<file path="src/rtl/div_pkg.sv">
// Shared widths and stage-register layout for the divider / multiplier pair.
package div_pkg;

  localparam int DIVIDENDLEN = 16;
  localparam int DIVISORLEN  = 8;
  localparam int DATAPATHLEN = DIVIDENDLEN + DIVISORLEN;
  localparam int PRODLEN     = DATAPATHLEN;

  // One pipeline slot. acc is full precision, so quotient*divisor+remainder never wraps.
  typedef struct packed {
    logic                   valid;
    logic                   rem_err;
    logic [PRODLEN-1:0]     acc;
    logic [DIVIDENDLEN-1:0] quotient;
    logic [DIVISORLEN-1:0]  divisor;
  } stage_t;

endpackage

</file>
<file path="src/rtl/pipelined_multiplier_slice.sv">
// One conditional shift-add step: adds divisor<<SHIFT when this quotient bit is set.
module multiplierslice
  import div_pkg::*;
#(
  parameter int SHIFT = 0
) (
  input  logic [PRODLEN-1:0]    acc_in,
  input  logic                  qbit,
  input  logic [DIVISORLEN-1:0] divisor,
  output logic [PRODLEN-1:0]    acc_out
);

  logic [PRODLEN-1:0] addend;

  // Zero-extend the divisor before shifting so the top bits are never lost.
  always_comb begin
    addend = '0;
    if (qbit) addend = PRODLEN'(divisor) << SHIFT;
    acc_out = acc_in + addend;
  end

endmodule

</file>
<file path="src/rtl/pipelined_multiplier.sv">
// Pipelined reconstruction of dividend = quotient*divisor + remainder.
// One registered stage per quotient bit, MSB first, with a single global stall.
//
// Handshake: a transfer happens on a clock edge where valid && ready are both high.
// The producer holds its payload stable while valid && !ready; ready never depends
// on valid. Here in_ready = !out_valid || out_ready, so the whole pipe advances
// together or holds together.
//
// The stage layout comes from div_pkg::stage_t, so the width parameters are expected
// to stay at the package values.
module pipelined_multiplier #(
  parameter int DIVIDENDLEN = div_pkg::DIVIDENDLEN,
  parameter int DIVISORLEN  = div_pkg::DIVISORLEN
) (
  input  logic                           clock,
  input  logic                           reset,
  input  logic                           in_valid,
  output logic                           in_ready,
  input  logic [DIVIDENDLEN-1:0]         quotient,
  input  logic [DIVISORLEN-1:0]          divisor,
  input  logic [DIVISORLEN-1:0]          remainder,
  output logic                           out_valid,
  input  logic                           out_ready,
  output logic [DIVIDENDLEN+DIVISORLEN-1:0] product,
  output logic [DIVIDENDLEN-1:0]         dividend,
  output logic                           overflow,
  output logic                           rem_err
);

  import div_pkg::*;

  localparam int N = DIVIDENDLEN;
  localparam int PLEN = DIVIDENDLEN + DIVISORLEN;

  stage_t            stage_q   [N];
  stage_t            stage_d   [N];
  logic [PLEN-1:0]   acc_next  [N];
  logic [PLEN-1:0]   remainder_ext;
  logic              advance;

  assign advance       = !stage_q[N-1].valid || out_ready;
  assign in_ready      = advance;
  assign remainder_ext = PLEN'(remainder);

  // Stage 0 starts from the remainder and folds in the quotient MSB.
  multiplierslice #(.SHIFT(N-1)) u_slice0 (
    .acc_in  (remainder_ext),
    .qbit    (quotient[N-1]),
    .divisor (divisor),
    .acc_out (acc_next[0])
  );

  for (genvar k = 1; k < N; k++) begin : g_slice
    multiplierslice #(.SHIFT(N-1-k)) u_slice (
      .acc_in  (stage_q[k-1].acc),
      .qbit    (stage_q[k-1].quotient[N-1-k]),
      .divisor (stage_q[k-1].divisor),
      .acc_out (acc_next[k])
    );
  end

  // Next value of every stage: predecessor's slot with the accumulated sum replaced.
  always_comb begin
    stage_d[0].valid    = in_valid;
    stage_d[0].rem_err  = (remainder >= divisor);
    stage_d[0].acc      = acc_next[0];
    stage_d[0].quotient = quotient;
    stage_d[0].divisor  = divisor;
    for (int k = 1; k < N; k++) begin
      stage_d[k]     = stage_q[k-1];
      stage_d[k].acc = acc_next[k];
    end
  end

  // Stage registers: cleared on reset, all advance together or all hold.
  always_ff @(posedge clock) begin
    if (reset) begin
      for (int k = 0; k < N; k++) stage_q[k] <= '0;
    end else if (advance) begin
      for (int k = 0; k < N; k++) stage_q[k] <= stage_d[k];
    end
  end

  assign out_valid = stage_q[N-1].valid;
  assign product   = stage_q[N-1].acc;
  assign dividend  = stage_q[N-1].acc[N-1:0];
  assign overflow  = |stage_q[N-1].acc[PLEN-1:N];
  assign rem_err   = stage_q[N-1].rem_err;

endmodule
</file>
<file path="config.mk">
export PLATFORM = sky130hd
export DESIGN_NAME = pipelined_multiplier
export DESIGN_NICKNAME = d
export VERILOG_FILES = /design/src/rtl/div_pkg.sv /design/src/rtl/pipelined_multiplier_slice.sv /design/src/rtl/pipelined_multiplier.sv
export SDC_FILE = /design/constraint.sdc
export NUM_CORES = 1
export LEC_CHECK = 0
export CORE_MARGIN = 10
export CORE_UTILIZATION = 68
export CTS_CLUSTER_SIZE = 20
export DETAILED_ROUTE_END_ITERATION = 7
export GPL_TIMING_DRIVEN = 0
export PLACE_DENSITY_LB_ADDON = 0.08
export SYNTH_ARGS = -nofsm -noshare
export SYNTH_HDL_FRONTEND = slang
export SYNTH_HIERARCHICAL = 1
export SYNTH_SLANG_ARGS = --single-unit
</file>
<file path="constraint.sdc">
create_clock -name clock -period 21.3 [get_ports clock]
set_input_delay 3.195 -clock clock [delete_from_list [all_inputs] [get_ports clock]]
set_output_delay 3.195 -clock clock [all_outputs]
set_load 0.02 [all_outputs]
</file>
==> run metrics, run 1 <==
final hold violations=0; final slew viol count=0; port bufs=79; run status=finished clean; Synth area leader=edfxtp_1; setup violators final=0; Hold WC Path Type=flop to flop; drt via density=roughly 5.7; Worst-path clk slew=0.06 ns; Post-synth top flop=edfxtp_1; Post-Syn Instances=between 2000 and 3000; critical path class=input port to output pin; worst reg-to-reg setup slack=18.35 ns; Worst Path Required=18.11 ns; largest net degree at the start of global routing=77; TritonCTS Buffers=70; FP Rows=83; reg-to-reg critical path endpoint=stage_q[0][545]; Final period util=35.7%; relative max-transition margin=48.0%; Register Area=0.0197 mm^2; top post-synthesis cells by area=edfxtp_1, and2_1, ha_1; Routability Congestion=0.852; HPWL Detailed=between 40000 and 50000 um; average wire per standard cell=about 18 um; ANT cells=0; Crit. End Element=output pin; max-capacitance violation count=0; top cells by count, synth=edfxtp_1, and2_1, nor2b_1, buf_4, ha_1; Post-CTS Hold Buffers=0; RSZ-0062 raised after global routing=false; first-pass GRT wire length=110000 um; M3 GR Usage=under 10%; cell depth of the worst hold path=1; P&R area growth vs syn=11.7%; pwr/cell area=between 60 and 70 mW/mm^2; Seq/Total Area, Yosys=55.5%; layer with the highest usage=met2; area of the multi-input gates=about 0.014 mm^2; Pwr Total=2.69 mW; Synth cell types=110; final WL=67600 um; number of top-level pins=80; crit path max fanout=3; Die Y=249 um; All-Layer GR Usage=21.4%; Initial Utilization=between 60 and 70%; worst slew pin tran=0.781 ns; fraction of layout instances using a drive strength above 1=a little over an eighth; number of enable flip-flop cells after synthesis=656; Syn Area/Cell=around 12 um^2; Largest Register=stage_q; die area=approximately 0.062 mm^2; cts repair resizes=0; drt pass-1 iters=6; max FFs per register=between 600 and 700; CP Launch Type=input port; Die X-Extent=249 um; r2r startpoint=stage_q[0][463]; Seq cells post-synth=656; grt ovf=0; mapped cell area=0.0355 mm^2; Detail Route Antenna Nets=0; initial DRC count=1283; fin crit period=7.60 ns; Clock Latency Late Sink=about 0.6 ns; biggest regs=stage_q x656; WP data arrival=4.41 ns; Pleak=around 18 nW; most frequent cell after synthesis=edfxtp_1; CTS tree=yes; H-Tree Depth=3; Reg2Reg Depth=10; Min Hold Slack=just over 0.5 ns; # nets final=3257; Fin Setup TNS=0 ns; met2 Track Usage GR=41.6%; clock buffer depth=3; Worst Skew=a little over 0.02 ns; Root Buffer=clkbuf_16; maximum VDD drop=0.0704 mV; Yosys top cell area share=55.5%; Fill cells=3233; asr flop ratio synth=0%; synthesis warning total=6; Post-CTS Setup Inserts=0; Worst Hold Path EP=stage_q[0][163]; number of global-route vias before repair=between 20000 and 25000; routing usage on met1=23.0%; initial antenna violation count=0; Core Area=0.0515 mm^2; maximum clock frequency=132 MHz; Residual DRC=0; CTS Sinks=between 600 and 700; vias=21704; Worst Hold Launch=stage_q[0][113]
routing by layer:
metal  vias to the layer above  wire, um
met5                         -         0
met4                         0      1960
met3                       146      1920
met2                       395     37900
met1                     10634     25900
li1                      10529         -
logic make-up (layout without fill, tap and decap cells):
group,after synthesis,count (layout),share of synthesized area [%]
adders and majority gates,152,152,5.69
and+or+nand+nor,1194,1194,20.4
xor gates and xnor gates,194,194,4.78
DFF,656,656,55.5
AOI/OAI and AO/OA,370,370,7.98
muxes,6,6,0.169
buffers and inverters,318,530,5.54
other,1,17,0.0106
report_power, final:
group | leakage [nW] | internal, mW | switching [mW]
clock | 1.05 | 0.665 | 0.493
sequential | 8.02 | 1.42 | 0.0107
combinational | 8.46 | 0.0448 | 0.0509
placed cells by master (no fill, tap or decap), types with 71 or more instances in the layout:
cell type / netlist / final
clkbuf_16: 0 / 71
clkdlybuf4s50_1: 0 / 79
nand2_1: 90 / 90
and2_1: 576 / 576
edfxtp_1: 656 / 656
xor2_1: 86 / 86
buf_4: 164 / 164
nor2b_1: 187 / 187
a21oi_1: 78 / 78
ha_1: 136 / 136
xnor2_1: 108 / 108
critical path: stages:
cell and delay [ns]:
clkdlybuf4s50_1 0.46, nand2b_4 0.14, clkdlybuf4s50_1 0.61
metrics by stage:
| stage | utilization (%) | instances | instance area, um^2 | worst slack, ns |
|---|---|---|---|---|
| floorplan | - | 2907 | 35600 | 9.10 |
| global placement | 72.3 | 3666 | 37200 | 5.61 |
| detailed placement | 72.8 | 3677 | 37500 | 13.69 |
| CTS | 77.0 | 3799 | 39700 | 13.69 |
| global route | 77.0 | 3799 | 39700 | 13.66 |
| finish | 77.0 | 3799 | 39700 | 13.70 |
final cells by class:
type                            count  area share, %
Multi-Input combinational cell   1933           35.1
Buffer                            248           4.30
Inverter                           70          0.662
Clock buffer                       87           4.63
Tap cell                          680           2.14
Timing Repair Buffer               90           2.74
Sequential cell                   656           49.7
Clock inverter                     35          0.795
worst max path at each step:
stage | from | end | slack, ns | depth (start not counted)
2_1_floorplan | reset | stage_q[0][0] | 9.10 | 3
3_3_place_gp | reset | stage_q[0][195] | 5.61 | 4
3_5_place_dp | out_ready | in_ready | 13.69 | 3
4_1_cts | out_ready | in_ready | 13.69 | 3
5_1_grt | out_ready | in_ready | 13.66 | 3
6_report | out_ready | in_ready | 13.70 | 3
No activity file was read; power rests on OpenSTA's default activity.
==> run 2, diff against run 1 <==
Settings changed: CORE_UTILIZATION 68 to 57.
Clock period 21.3 ns to 6.13 ns, I/O delays scaled along.
==> run metrics, run 2 (synthesis gave the netlist of run 1 again) <==
CP top delay family=buffers and inverters; Worst Path Required=~6.4 ns; Residual DRC=0; leading cell type in the layout, fill and taps excluded=edfxtp_1; Worst Path Buf+Inv=7; Pwr Total=roughly 9.5 mW; Worst-path clk slew=around 0.060 ns; WP data arrival=3.67 ns; RSZ-0062 raised after global routing=false; Crit-path slowest cell=clkdlybuf4s50_1; worst slew pin tran=slightly below 0.9 ns; Root Buffer=clkbuf_16; sw power=between 1.5 and 2 mW; Hold WC Path Type=flop to flop; port bufs=79; crit path max fanout=between 60 and 70; final hold violations=0; run status=finished clean; maximum VDD drop=0.232 mV; initial antenna violation count=1; critical path class=input port to flop; CP most frequent cell=buf_16; CP Launch Type=input port; Initial Utilization=~58%; TritonCTS Buffers=72; power share of the clock group=44.3%; final WL=64300 um; Die X-Extent=270 um; relative max-transition margin=between 40% and 50%; Detail Route Antenna Nets=0; met3 WL post-DR=2210 um; P&R area growth vs syn=12.7%; Largest Register=stage_q; initial DRC count=1284; average wire per standard cell=16.2 um; Core Area=0.0617 mm^2; pwr/cell area=between 200 and 250 mW/mm^2; Final Core Density=64.9%; Pleak=~18 nW; grt ovf=0; FP Rows=slightly above 90; number of global-route vias before repair=21717; DR top layer=met5; maximum clock frequency=slightly below 300 MHz; final slew viol count=0; HPWL Detailed=47600 um; Met2 Wirelength=between 30000 and 40000 um; drt pass-1 iters=5; # nets final=3258; cts repair resizes=0; Crit. End Element=flop; fin crit period=~3.4 ns; CTS Sinks=656; max FFs per register=656; max-capacitance violation count=0; Net Sw Frac=20.4%; Clock Latency Late Sink=0.61 ns; cells along the critical path=clkdlybuf4s50_1 -> buf_8 -> clkbuf_8 -> or2_4 -> buf_16 -> buf_16 -> buf_16 -> buf_16; All-Layer GR Usage=17.7%; Setup WS pre-CTS=2.09 ns; Fin Setup TNS=0 ns; M1 WL=25600 um; Gate power share=around 3.5%; CTS tree=yes; Pint=roughly 7.6 mW; ANT cells=0; CP peak stage delay=roughly 0.7 ns; drt via density=between 5 and 6; vias=between 20000 and 25000; clock buffer depth=3; part of the power in registers=52.3%; most frequent cells in the layout=edfxtp_1, and2_1, nor2b_1; final worst-path setup slack=approximately 2.7 ns; first-pass GRT wire length=107000 um; Die Y=270 um; H-Tree Depth=3; die area=0.0727 mm^2; setup violators final=0; Routability Congestion=0.843; Worst Skew=roughly 0.021 ns; Post-CTS Setup Inserts=0; fraction of layout instances using a drive strength above 1=13.6%; biggest regs=stage_q x656; Post-CTS Hold Buffers=0; Final period util=55.4%; largest net degree at the start of global routing=74; number of top-level pins=80
## run 2: changes by cell type in the layout (fill, tap and decap cells not counted), sizes merged
cell	change
buf	-1
bufinv	+2
clkbuf	+5
clkinv	+3
clkinvlp	+4
inv	-5
## run 2: worst register-to-register path: cells and delay by family, from the launching register on
family | cells | cell delay (ns)
AOI/OAI and AO/OA | 2 | 0.70
and+or+nand+nor | 4 | 0.63
adders and majority gates | 2 | 0.62
DFF | 1 | 0.48
xor gates and xnor gates | 1 | 0.15
buffers and inverters | 1 | 0.06
## run 2: per-layer routing
layer	track usage (%)	up-vias
met5	0	-
met4	5.80	2
met3	3.19	119
met2	33.4	306
met1	19.7	10115
li1	-	10530
## run 2: final timing paths
check,start,endpoint,slack (ns),depth (start not counted)
worst max-delay path,reset,stage_q[0][37],2.74,8
worst max register to register,stage_q[0][463],stage_q[0][545],3.19,10
worst min register to register,stage_q[0][112],stage_q[0][162],0.51,1
worst min-delay path,stage_q[0][112],stage_q[0][162],0.51,1
## run 2: power groups by stage
stage	combinational [mW]	sequential, mW	clock [mW]
after CTS	0.335	4.99	4.34
after global routing	0.370	4.99	4.51
after floorplan	0.230	5.06	0
after detailed placement	0.333	5.08	0
final	0.330	4.99	4.22
after global placement	0.326	5.08	0
## run 2: cell type report
type | count | area, um^2
Inverter | 70 | 263
Clock buffer | 92 | 1920
Multi-Input combinational cell | 1933 | 13900
Fill cell | 4751 | 21700
Sequential cell | 656 | 19700
Clock inverter | 39 | 397
Buffer | 248 | 1720
Tap cell | 837 | 1050
Timing Repair Buffer | 89 | 1070
## run 2: metrics by stage
step | instance area (um^2) | hold WS (ns) | cells
2_1_floorplan | 35600 | 0.497 | 2907
3_3_place_gp | 37400 | 0.498 | 3823
3_5_place_dp | 37700 | 0.503 | 3833
4_1_cts | 40000 | 0.505 | 3964
5_1_grt | 40000 | 0.521 | 3964
6_report | 40000 | 0.510 | 3964
